**src/rtl/transpose_skew_feeder.sv**
```systemverilog
// Row feeder for a skew-based matrix transpose: tags each row with its index and circular-shift amount.
// One cycle from input transfer to out_valid; a 2-deep buffer absorbs one cycle of downstream stall.

// Generic synchronous FIFO; head is visible combinationally on rd_dat.
// Latency: written entry is visible the cycle after push; backpressure: caller gates push on count < DEPTH.
module transpose_skew_fifo #(
  parameter int WIDTH = 8,
  parameter int DEPTH = 2,
  localparam int PW = (DEPTH > 1) ? $clog2(DEPTH) : 1,
  localparam int CW = $clog2(DEPTH + 1)
) (
  input  logic             clk,
  input  logic             rst_n,
  input  logic             flush,
  input  logic             push,
  input  logic             pop,
  input  logic [WIDTH-1:0] wr_dat,
  output logic [WIDTH-1:0] rd_dat,
  output logic [CW-1:0]    count
);
  logic [WIDTH-1:0] mem [DEPTH];
  logic [PW-1:0]    rd_ptr, wr_ptr;
  logic             do_push, do_pop;

  assign do_push = push && (count != CW'(DEPTH));
  assign do_pop  = pop && (count != '0);
  assign rd_dat  = mem[rd_ptr];

  always_ff @(posedge clk) begin
    if (do_push && !flush) mem[wr_ptr] <= wr_dat;
  end

  always_ff @(posedge clk or negedge rst_n) begin
    if (!rst_n) begin
      rd_ptr <= '0;
      wr_ptr <= '0;
      count  <= '0;
    end else if (flush) begin
      rd_ptr <= '0;
      wr_ptr <= '0;
      count  <= '0;
    end else begin
      if (do_push) wr_ptr <= (wr_ptr == PW'(DEPTH - 1)) ? '0 : wr_ptr + PW'(1);
      if (do_pop)  rd_ptr <= (rd_ptr == PW'(DEPTH - 1)) ? '0 : rd_ptr + PW'(1);
      case ({do_push, do_pop})
        2'b10:   count <= count + CW'(1);
        2'b01:   count <= count - CW'(1);
        default: count <= count;
      endcase
    end
  end
endmodule

// Tags rows with index/shift, buffers them 2 deep and tracks matrix progress.
// Latency 1 cycle when empty; in_ready drops when the buffer is full or abort is high.
module transpose_skew_feeder #(
  parameter int TOTAL_WIDTH    = 512,
  parameter int ELEM_WIDTH     = 32,
  parameter int NUM_ELEMS      = TOTAL_WIDTH / ELEM_WIDTH,
  parameter int SHIFT_AMT_BITS = $clog2(TOTAL_WIDTH),
  parameter int ROW_IDX_BITS   = $clog2(NUM_ELEMS)
) (
  input  logic                      clk,
  input  logic                      rst_n,
  input  logic                      abort,
  input  logic                      in_valid,
  output logic                      in_ready,
  input  logic [TOTAL_WIDTH-1:0]    in_row,
  input  logic                      skew_dir,
  output logic                      out_valid,
  input  logic                      out_ready,
  output logic [TOTAL_WIDTH-1:0]    out_row,
  output logic [SHIFT_AMT_BITS-1:0] out_shift_amt,
  output logic [ROW_IDX_BITS-1:0]   out_row_idx,
  output logic                      out_last,
  output logic                      matrix_done,
  output logic                      busy
);
  localparam int unsigned NE = NUM_ELEMS;
  localparam int unsigned EW = ELEM_WIDTH;

  typedef struct packed {
    logic [TOTAL_WIDTH-1:0]    row;
    logic [SHIFT_AMT_BITS-1:0] shift_amt;
    logic [ROW_IDX_BITS-1:0]   row_idx;
    logic                      last;
  } entry_t;

  typedef enum logic {IDLE, ACTIVE} state_t;

  state_t                  state, state_nxt;
  logic [ROW_IDX_BITS-1:0] row_cnt, row_cnt_nxt;
  logic                    dir_q, dir_nxt, cur_dir;
  logic                    init_done;
  logic                    row_is_last;
  logic                    in_xfer, out_xfer;
  logic [1:0]              count;
  int unsigned             k;
  entry_t                  wr_entry, rd_entry;

  assign in_ready    = init_done && (count < 2'd2) && !abort;
  assign in_xfer     = in_valid && in_ready;
  assign out_valid   = (count != 2'd0);
  assign out_xfer    = out_valid && out_ready;
  assign row_is_last = (row_cnt == ROW_IDX_BITS'(NE - 1));
  // Row 0 of a matrix takes the live skew_dir; later rows use the value latched with row 0.
  assign cur_dir     = (state == IDLE) ? skew_dir : dir_q;

  always_comb begin
    k = 32'(row_cnt);
    if (cur_dir) k = (NE - 32'(row_cnt)) % NE;
    wr_entry.row       = in_row;
    wr_entry.shift_amt = SHIFT_AMT_BITS'(k * EW);
    wr_entry.row_idx   = row_cnt;
    wr_entry.last      = row_is_last;
  end

  always_comb begin
    state_nxt   = state;
    row_cnt_nxt = row_cnt;
    dir_nxt     = dir_q;
    if (abort) begin
      state_nxt   = IDLE;
      row_cnt_nxt = '0;
    end else if (in_xfer) begin
      if (state == IDLE) dir_nxt = skew_dir;
      if (row_is_last) begin
        state_nxt   = IDLE;
        row_cnt_nxt = '0;
      end else begin
        state_nxt   = ACTIVE;
        row_cnt_nxt = row_cnt + ROW_IDX_BITS'(1);
      end
    end
  end

  always_ff @(posedge clk or negedge rst_n) begin
    if (!rst_n) begin
      state       <= IDLE;
      row_cnt     <= '0;
      dir_q       <= 1'b0;
      init_done   <= 1'b0;
      matrix_done <= 1'b0;
    end else begin
      state       <= state_nxt;
      row_cnt     <= row_cnt_nxt;
      dir_q       <= dir_nxt;
      init_done   <= 1'b1;
      matrix_done <= in_xfer && row_is_last;
    end
  end

  transpose_skew_fifo #(
    .WIDTH ($bits(entry_t)),
    .DEPTH (2)
  ) u_fifo (
    .clk    (clk),
    .rst_n  (rst_n),
    .flush  (abort),
    .push   (in_xfer),
    .pop    (out_xfer),
    .wr_dat (wr_entry),
    .rd_dat (rd_entry),
    .count  (count)
  );

  assign out_row       = rd_entry.row;
  assign out_shift_amt = rd_entry.shift_amt;
  assign out_row_idx   = rd_entry.row_idx;
  assign out_last      = rd_entry.last;
  assign busy          = (state == ACTIVE) || (count != 2'd0);
endmodule

```
**config.mk**
```make
export PLATFORM = sky130hd
export DESIGN_NAME = transpose_skew_feeder
export DESIGN_NICKNAME = d
export VERILOG_FILES = /design/src/rtl/transpose_skew_feeder.sv
export SDC_FILE = /design/constraint.sdc
export NUM_CORES = 1
export LEC_CHECK = 0
export BUFFER_PORTS_ARGS = -buffer_cell sky130_fd_sc_hd__buf_4
export CAP_MARGIN = 20
export CORE_AREA = 2 2 412 414
export CTS_CLUSTER_SIZE = 30
export DETAILED_ROUTE_END_ITERATION = 8
export DIE_AREA = 0 0 414 416
export PLACE_DENSITY = 0.42
export SYNTH_ARGS = -nofsm -noshare
export SYNTH_HDL_FRONTEND = slang
export SYNTH_HIERARCHICAL = 1
export SYNTH_SLANG_ARGS = --single-unit
```
**constraint.sdc**
```tcl
create_clock -name clk -period 99 [get_ports clk]
set_clock_uncertainty 0.1 [all_clocks]
set_input_delay 14.85 -clock clk [delete_from_list [all_inputs] [get_ports clk]]
set_output_delay 14.85 -clock clk [all_outputs]
set_load 0.05 [all_outputs]
```
==> results of run 1 <==
## cells by family after synthesis
kind of cell / count (synthesis) / share of synthesized area
buffers and inverters: 64 / 0.0115
flip-flops: 1064 / 0.823
AND/OR/NAND/NOR: 28 / 0.00455
multiplexers: 531 / 0.157
AO/OA/AOI/OAI: 12 / 0.00200
adder cells (fa/ha/maj): 2 / 0.000646
other: 2 / 0.000194
XOR/XNOR: 3 / 0.000678
## power by group through the flow
stage	Sequential [mW]	Combinational (mW)	Clock, mW
4_1_cts	0.503	0.0574	0.426
3_3_place_gp	0.512	0.0566	0
5_1_grt	0.503	0.0598	0.440
3_5_place_dp	0.512	0.0572	0
6_report	0.503	0.0564	0.408
2_1_floorplan	0.520	0.0260	0
## area by class of cell
class,count,share of cell area
repair buffers,1069,0.153
inverters,5,0.000379
well taps,2218,0.0525
clock buffers,153,0.0604
diodes,12,0.000569
clock inverters,64,0.00685
flip-flops and latches,1064,0.604
multi-input cells,587,0.122
## through the flow
stage	util	worst slack, ns
floorplan	-	43.83
global placement	0.293	68.58
detailed placement	0.293	68.53
CTS	0.314	68.52
global route	0.314	68.47
finish	0.314	68.53
## routing by layer
metal  part of all wire  routed length [um]
met1               0.38               42300
met2               0.49               54500
met3               0.10               11400
met4              0.031                3480
met5             0.0011                 122
## synth_stat cells, types with 3 or more instances
cell,number
and2_1,3
buf_2,14
buf_6,5
nor2_1,4
dfrtp_1,12
nand2_1,4
inv_1,4
mux2_2,497
buf_4,40
xor2_1,3
nor3_1,3
nor3b_1,3
mux2_4,30
a21oi_1,4
edfxtp_1,1052
mux2i_1,3
o21ai_0,3
## worst max-delay path by stage
| stage | depth (start not counted) | startpoint | end |
|---|---|---|---|
| final | 3 | abort | in_ready |
| after detailed placement | 3 | abort | in_ready |
| after CTS | 3 | abort | in_ready |
| after global placement | 3 | abort | in_ready |
| after global routing | 3 | abort | in_ready |
| after floorplan | 4 | abort | u_fifo/mem[1][0] |
## critical path: stages
cell     delay, ns
buf_4         0.17
nor3b_1       0.25
buf_4         0.25
## sequential cells by signal, indices dropped and copies added, names as in the netlist
register / cells
dir_q: 1
init_done: 1
u_fifo/mem: 1052
u_fifo/wr_ptr: 1
matrix_done: 1
u_fifo/rd_ptr: 1
row_cnt: 4
u_fifo/count: 2
state: 1
==> run_results.csv, run 1 <==
group,metric,value,unit
synthesis,yosys.area.top_type,"edfxtp_1",
synthesis,syn_area_per_cell,22.7,sq um
job,drv_cap,0,
placed_design,numPortBuffers,1047,
critical_path,worstPathRequired,84.05,ns
final_layout,finalNonFillerCells,5172,
floorplan,start_util,0.230,
power,p_leak,18.7,nW
power,swShare,0.219,
sta,drv_slew,0,
synthesis,synth_cells,1706,
grt,busiest_layer,"met2",
grt,grt_pass1_wl,155000,um
synthesis,yosys-top-cells-area,"edfxtp_1 (82%), mux2_2 (14%), mux2_4 (1.2%)",
sta,whs,0.394,ns
critical_path,crit_type,"input pin to output port",
floorplan,core_area,168000,sq um
synthesis,synth_cell_types,34,
clocking,cts-root-buf,"clkbuf_16",
critical_path,r2r_start,"u_fifo/count[1]",
sta,fin_setup_tns,0,ns
power,total_power,967,uW
routing,num_vias,20134,
min_path,hold_depth,2,
grt,grt-ovfl-total,0,
critical_path,worst_r2r_path_depth,8,
clocking,cts_resized,0,
final_layout,area_delta_synth_final,36.3,%
clocking,clk_pin_slew,0.06,ns
floorplan,die_x,414,um
power,clockPowerShare,0.422,
sta,setup_violations,0,
min_path,min-delay-start,"dir_q",
critical_path,start_kind,"input pin",
critical_path,worstPathMaxFanout,10,
min_path,holdPathEnd,"dir_q",
synthesis,ys_ff_latch,1064,
clocking,cts_max_level,3,
synthesis,yosysWarnings,6,
power,comb_power_share,0.058,
placed_design,dp_hpwl,77800,um
synthesis,yosysSeqAreaShare,0.823,
clocking,max-clock-path-buffers,3,
grt,grt.total_usage,0.125,
floorplan,ios,1048,
synthesis,syn_area,38700,sq um
final_layout,final_common_cell,"buf_4",
grt,grt.met1_usage,0.137,
grt,grtUsageMet3,0.0607,
power,p_seq_frac,0.520,
final_layout,layout-drive-gt1-share,0.597,
critical_path,rr_endpoint,"u_fifo/mem[0][263]",
synthesis,async_flop_share,0.0113,
grt,antenna_found_initial,24,
sta,hold_violations,0,
placed_design,placed_area,49200,sq um
clocking,cts_setup_buffers,0,
routing,drt-wirelength-per-cell,21.6,um
floorplan,die-area,172000,sq um
min_path,min-delay-path-class,"register to register",
routing,drtIter0Drc,852,
critical_path,end_kind,"output port",
final_layout,num-fill-cells,16683,
sta,slew-limit-headroom,0.282,
routing,vias_per_cell,3.89,
clocking,clk_latency,0.75,ns
grt,grt.met2_usage,0.205,
final_layout,final_nets,3367,
synthesis,ys.flop_type,"edfxtp_1",
clocking,cts_tree,"done",
placed_design,place.gp.congestion,0.812,
placed_design,dp_cells,4943,
grt,grt_pass1_vias,21198,
grt,grt_max_degree,151,
floorplan,die_h,416,um
sta,period_minus_slack,30.47,ns
power,ir_drop,0.0126,mV
clocking,cts_sinks,1064,
floorplan,fp-row-count,151,
critical_path,rrSetupSlack,94.17,ns
routing,drtAntennaViolNets,0,
power,power.switching,212,uW
final_layout,final_cell_mix,"buf_4 (1,063), edfxtp_1 (1,052), mux2_2 (497), clkbuf_16 (123), clkinv_1 (35)",
final_layout,final_area,52800,sq um
routing,dr.pass1.iters,4,
sta,worst_slew_pin_slew,1.08,ns
sta,period_share,0.308,
final_layout,final-seq-area,31900,sq um
power,p_int,755,uW
clocking,holdBufCountCts,0,
sta,rsz0062_at_grt,"false",
final_layout,multi_input_area,6440,sq um
critical_path,arrival,15.52,ns
routing,drc,0,
synthesis,netlist.area_leader.share,0.815,
power,p_per_area,18.3,nW/um^2
sta,clock.fmax,32.8,MHz
synthesis,synth-edff-count,1052,
clocking,cts_made_buffers,120,
outcome,status,"finished, final reports clean",
routing,routed_wl,112000,um
Note: power is estimated with default switching activity, not from simulation.
==> run 2: changes to the inputs <==
--- a/config.mk
+++ b/config.mk
@@ -5,13 +5,14 @@
 export SDC_FILE = /design/constraint.sdc
 export NUM_CORES = 1
 export LEC_CHECK = 0
+export ABC_AREA = 1
 export BUFFER_PORTS_ARGS = -buffer_cell sky130_fd_sc_hd__buf_4
 export CAP_MARGIN = 20
-export CORE_AREA = 2 2 412 414
+export CORE_AREA = 2 2 414 416
 export CTS_CLUSTER_SIZE = 30
 export DETAILED_ROUTE_END_ITERATION = 8
-export DIE_AREA = 0 0 414 416
-export PLACE_DENSITY = 0.42
+export DIE_AREA = 0 0 416 418
+export PLACE_DENSITY = 0.41
 export SYNTH_ARGS = -nofsm -noshare
 export SYNTH_HDL_FRONTEND = slang
 export SYNTH_HIERARCHICAL = 1
==> constraint.sdc (replaced) <==
create_clock -name clk -period 28.7 [get_ports clk]
set_clock_uncertainty 0.1 [all_clocks]
set_input_delay 4.305 -clock clk [delete_from_list [all_inputs] [get_ports clk]]
set_output_delay 4.305 -clock clk [all_outputs]
set_load 0.05 [all_outputs]
==> run_results.csv, run 2 <==
group,metric,value,unit
outcome,status,"finished, final reports clean",
power,p_int,2.89,mW
routing,vias_per_cell,3.91,
synthesis,syn_area,39000,sq um
synthesis,netlist.area_leader.share,0.810,
synthesis,ys_ff_latch,1064,
synthesis,syn_area_per_cell,13.7,sq um
floorplan,die_x,416,um
job,drv_cap,0,
sta,period_minus_slack,9.16,ns
grt,antenna_found_initial,18,
floorplan,ios,1048,
routing,drt-wirelength-per-cell,20.3,um
synthesis,yosysMostFrequentCell,"nand2_1",
critical_path,slowest_delay,0.20,ns
routing,drtAntennaViolNets,0,
floorplan,start_util,0.231,
final_layout,final_common_cell,"nand2_1",
clocking,holdBufCountCts,0,
final_layout,largest_reg_flops,1052,
critical_path,crit_path_cell_trace,"buf_4 > nor2_1 > buf_4",
critical_path,crit_family,"buffers and inverters",
critical_path,worstPathRequired,24.29,ns
clocking,cts_resized,0,
synthesis,synth_cell_types,23,
placed_design,dp_cells,6038,
power,swShare,0.356,
final_layout,area_delta_synth_final,35.6,%
critical_path,crit_type,"input pin to output port",
sta,slew-limit-headroom,0.181,
synthesis,synth_common_cells,"nand2_1 (1,616), edfxtp_1 (1,052), buf_2 (94), buf_6 (22), inv_1 (15)",
synthesis,yosys.area.top_type,"edfxtp_1",
final_layout,top_register,"u_fifo/mem",
power,total_power,4.49,mW
placed_design,place.gp.congestion,0.805,
clocking,clk_pin_slew,0.06,ns
power,ir_drop,0.0461,mV
synthesis,yosysSeqAreaShare,0.818,
min_path,min-delay-path-class,"register to register",
final_layout,final_cell_mix,"nand2_1 (1,616), buf_4 (1,071), edfxtp_1 (1,052), clkbuf_16 (122), clkbuf_1 (38)",
routing,num_vias,24501,
critical_path,arrival,4.75,ns
clocking,max-clock-path-buffers,3,
grt,grt_pass1_wl,176000,um
sta,clock.fmax,109,MHz
clocking,clk_latency,0.75,ns
placed_design,pre_cts_ws,19.32,ns
power,comb_power_share,0.284,
grt,grt.total_usage,0.140,
routing,routed_wl,127000,um
sta,setup_violations,0,
floorplan,fp-row-count,151,
floorplan,die-area,174000,sq um
final_layout,multi_input_area,6340,sq um
power,power.switching,1.60,mW
clocking,cts_tree,"done",
critical_path,end_kind,"output port",
sta,rsz0062_at_grt,"false",
clocking,cts_made_buffers,121,
synthesis,ys.flop_type,"edfxtp_1",
grt,grt_pass1_vias,23471,
routing,drc,0,
critical_path,crit_top_cell,"buf_4",
sta,period_share,0.319,
placed_design,numPortBuffers,1047,
critical_path,start_kind,"input pin",
final_layout,num-fill-cells,17061,
sta,fin_ws,19.54,ns
final_layout,final-seq-area,31900,sq um
placed_design,dp_hpwl,87300,um
routing,dr.pass1.iters,5,
floorplan,die_h,418,um
critical_path,crit_slowest_cell,"buf_4",
critical_path,worstPathMaxFanout,5,
critical_path,worst-path-buf-inv,2,
synthesis,synth_cells,2855,
final_layout,final_nets,4463,
grt,grt-ovfl-total,0,
synthesis,synth-edff-count,1052,
power,p_leak,21.4,nW
synthesis,async_flop_share,0.0113,
synthesis,yosysWarnings,6,
sta,fin_setup_tns,0,ns
clocking,cts_setup_buffers,0,
power,clockPowerShare,0.321,
clocking,cts-root-buf,"clkbuf_16",
grt,grt_max_degree,167,
power,p_per_area,84.9,nW/um^2
sta,worst_slew_pin_slew,1.23,ns
floorplan,core_area,169000,sq um
clocking,cts_sinks,1064,
sta,hold_violations,0,
power,p_seq_frac,0.395,
final_layout,layout-drive-gt1-share,0.306,
sta,whs,0.386,ns
clocking,cts_max_level,3,
final_layout,finalNonFillerCells,6263,
final_layout,reg_top3,"u_fifo/mem (1052), row_cnt (4), u_fifo/count (2)",
routing,drtIter0Drc,1471,
synthesis,yosys-top-cells-area,"edfxtp_1 (81%), nand2_1 (16%), buf_2 (1.2%)",
sta,drv_slew,0,
[run 2: cell types whose count changed in the layout (fill, tap and decap cells not counted), sizes merged, moves of 7 or more]
| cell | previous run | this run |
|---|---|---|
| nand2 | 4 | 1617 |
| mux2 | 528 | 0 |
| inv | 8 | 21 |
| nand3 | 1 | 12 |
| diode | 12 | 4 |
| clkbuf | 153 | 160 |
[run 2: power groups by stage]
stage                     clock [mW]  combinational (mW)  sequential [mW]
final                           1.44                1.28             1.77
after global routing            1.55                1.34             1.78
after CTS                       1.50                1.30             1.77
after detailed placement           0                1.30             1.80
after global placement             0                1.30             1.80
after floorplan                    0               0.825             1.83
[run 2: cell families after synthesis]
group,synth area share
other cells,0.000193
fa+ha+maj,0.000642
simple gates,0.159
flops,0.818
compound gates,0.00125
buf+inv,0.0204
xor+xnor,0.000225
[run 2: final cells by class]
cell class / instances / share of cell area
diodes: 4 / 0.000189
clock buffers: 160 / 0.0605
clock inverters: 61 / 0.00878
inverters: 17 / 0.00135
multi-input cells: 1665 / 0.120
flip-flops and latches: 1064 / 0.603
well taps: 2218 / 0.0525
repair buffers: 1074 / 0.153
[run 2: metal layers]
| layer | global-route usage | vias up | routed length [um] | part of all wire |
|---|---|---|---|---|
| met3 | 0.0455 | 163 | 8890 | 0.070 |
| met5 | 0 | - | 69 | 0.00054 |
| met2 | 0.251 | 642 | 67600 | 0.53 |
| met1 | 0.158 | 11856 | 48400 | 0.38 |
| met4 | 0.0422 | 12 | 2490 | 0.020 |
| li1 | - | 11828 | - | - |
[run 2: per-stage QoR]
step / instance area (sq um) / util
after CTS: 52800 / 0.313
after global routing: 52800 / 0.313
after global placement: 49200 / 0.291
final: 52900 / 0.313
after floorplan: 39000 / -
after detailed placement: 49200 / 0.291
[run 2: final timing paths]
kind	depth (start not counted)	slack [ns]	endpoint	start
min in group asynchronous	1	3.29	row_cnt[0]	rst_n
hold / removal	2	0.39	dir_q	dir_q
setup reg to reg	9	23.47	u_fifo/mem[1][317]	u_fifo/count[1]
max in group asynchronous	1	25.03	u_fifo/rd_ptr	rst_n
setup / recovery	3	19.54	in_ready	abort
hold reg to reg	2	0.39	dir_q	dir_q
[run 2: tightest hold or removal path: stages, from the launching register on]
cell     delay [ns]
dfrtp_1        0.34
nand2_1        0.06
nand2_1        0.06
==> run 3: changes to the inputs <==
--- a/config.mk
+++ b/config.mk
@@ -8,11 +8,11 @@
 export ABC_AREA = 1
 export BUFFER_PORTS_ARGS = -buffer_cell sky130_fd_sc_hd__buf_4
 export CAP_MARGIN = 20
-export CORE_AREA = 2 2 414 416
+export CORE_AREA = 2 2 402 404
 export CTS_CLUSTER_SIZE = 30
 export DETAILED_ROUTE_END_ITERATION = 8
-export DIE_AREA = 0 0 416 418
-export PLACE_DENSITY = 0.41
+export DIE_AREA = 0 0 404 406
+export PLACE_DENSITY = 0.45
 export SYNTH_ARGS = -nofsm -noshare
 export SYNTH_HDL_FRONTEND = slang
 export SYNTH_HIERARCHICAL = 1
==> constraint.sdc (replaced) <==
create_clock -name clk -period 7.85 [get_ports clk]
set_clock_uncertainty 0.1 [all_clocks]
set_input_delay 1.1775 -clock clk [delete_from_list [all_inputs] [get_ports clk]]
set_output_delay 1.1775 -clock clk [all_outputs]
set_load 0.05 [all_outputs]
==> run_results.csv, run 3 (synthesized netlist as in run 2, its figures left out) <==
group,metric,value,unit
outcome,status,"finished, final reports clean",
final_layout,largest_reg_flops,1052,
sta,rsz0062_at_grt,"false",
sta,hold_violations,0,
placed_design,numPortBuffers,1047,
min_path,min-delay-path-class,"input pin to asynchronous set/reset pin",
grt,grt.total_usage,0.147,
sta,drv_slew,0,
final_layout,layout-drive-gt1-share,0.312,
critical_path,crit_type,"register to output port",
job,drv_cap,0,
clocking,clk_latency,0.72,ns
sta,slew-limit-headroom,0.303,
sta,period_minus_slack,4.77,ns
grt,grt_max_degree,153,
routing,routed_wl,126000,um
clocking,cts_setup_buffers,0,
sta,worst_slew_pin_slew,1.04,ns
placed_design,dp_cells,5916,
final_layout,final_nets,4471,
sta,clock.fmax,210,MHz
floorplan,die-area,164000,sq um
routing,num_vias,24768,
clocking,cts_sinks,1064,
power,p_leak,21.5,nW
clocking,cts_max_level,3,
routing,drc,0,
floorplan,die_x,404,um
clocking,holdBufCountCts,0,
grt,grt_pass1_vias,24076,
floorplan,core_area,160000,sq um
critical_path,slowest_delay,0.58,ns
sta,setup_violations,0,
grt,grt_pass1_wl,173000,um
final_layout,final_common_cell,"nand2_1",
final_layout,reg_top3,"u_fifo/mem (1052), row_cnt (4), u_fifo/count (2)",
clocking,clk_pin_slew,0.06,ns
grt,antenna_found_initial,50,
sta,fin_setup_tns,0,ns
critical_path,crit_slowest_cell,"dfrtp_4",
floorplan,die_h,406,um
routing,drt-wirelength-per-cell,20.5,um
routing,drtAntennaViolNets,0,
clocking,cts_resized,0,
placed_design,place.gp.congestion,0.816,
clocking,cts_tree,"done",
power,ir_drop,0.202,mV
final_layout,final_area,53100,sq um
critical_path,arrival,3.49,ns
clocking,max-clock-path-buffers,3,
placed_design,placed_area,49200,sq um
routing,vias_per_cell,4.03,
clocking,cts-root-buf,"clkbuf_16",
placed_design,dp_hpwl,88400,um
sta,whs,0.190,ns
floorplan,fp-row-count,147,
clocking,cts_made_buffers,119,
final_layout,finalNonFillerCells,6148,
critical_path,worstPathRequired,6.57,ns
critical_path,crit_path_cell_trace,"buf_12 > buf_12 > nand2_1 > nand2_1 > buf_4",
critical_path,worstPathMaxFanout,152,
final_layout,num-fill-cells,15933,
critical_path,start_kind,"register",
final_layout,top_register,"u_fifo/mem",
critical_path,end_kind,"output port",
final_layout,area_delta_synth_final,36.3,%
routing,dr.pass1.iters,5,
floorplan,start_util,0.244,
floorplan,ios,1048,
grt,grt-ovfl-total,0,
sta,period_share,0.608,
final_layout,final_cell_mix,"nand2_1 (1,614), buf_4 (1,073), edfxtp_1 (1,052), clkbuf_16 (119)",
power,p_per_area,313,nW/um^2
routing,drtIter0Drc,1375,
## run 3: stage by stage
| step | power, mW | worst slack [ns] | utilization |
|---|---|---|---|
| 3_5_place_dp | 11.4 | 3.76 | 0.308 |
| 5_1_grt | 17.3 | 2.92 | 0.333 |
| 2_1_floorplan | 9.63 | -2.15 | - |
| 6_report | 16.6 | 3.08 | 0.333 |
| 3_3_place_gp | 11.4 | 3.76 | 0.308 |
| 4_1_cts | 16.9 | 3.14 | 0.333 |
## run 3: area by class of cell
cell class	instances	area [sq um]	area share
antenna	10	25.0	0.000471
clock buffer	147	3080	0.0580
clock inverter	75	786	0.0148
inverter	17	73.8	0.00139
multi-input combinational	1665	6360	0.120
sequential	1064	31900	0.601
tap	2086	2610	0.0491
timing repair buffer	1084	8280	0.156
## run 3: report_power, final
part | total [mW] | switching, mW | internal, mW
logic | 4.70 | 3.53 | 1.17
clock network | 5.47 | 2.28 | 3.19
registers | 6.46 | 0.0477 | 6.41
total | 16.6 | 5.86 | 10.8
## run 3: layer usage
layer	global-route usage	vias up	routed length (um)
met3	0.0637	237	11700
met2	0.254	796	64100
li1	-	11863	-
met5	0	-	470
met1	0.161	11802	46300
met4	0.0469	70	3700
## run 3: final timing paths
check,cells past startpoint,from,end,slack [ns]
setup / recovery,5,u_fifo/rd_ptr,out_row[328],3.08
hold / removal,1,rst_n,u_fifo/wr_ptr,0.19
setup reg to reg,9,u_fifo/count[1],u_fifo/mem[0][23],4.65
hold reg to reg,2,dir_q,dir_q,0.39
max in group asynchronous,1,rst_n,u_fifo/rd_ptr,7.25
min in group clk,2,dir_q,dir_q,0.39
## run 3: critical path: cells and delay by family (launching register included)
kind / cells / cell delay (ns)
buffers and inverters: 3 / 1.23
and+or+nand+nor: 2 / 0.32
DFF: 1 / 0.58
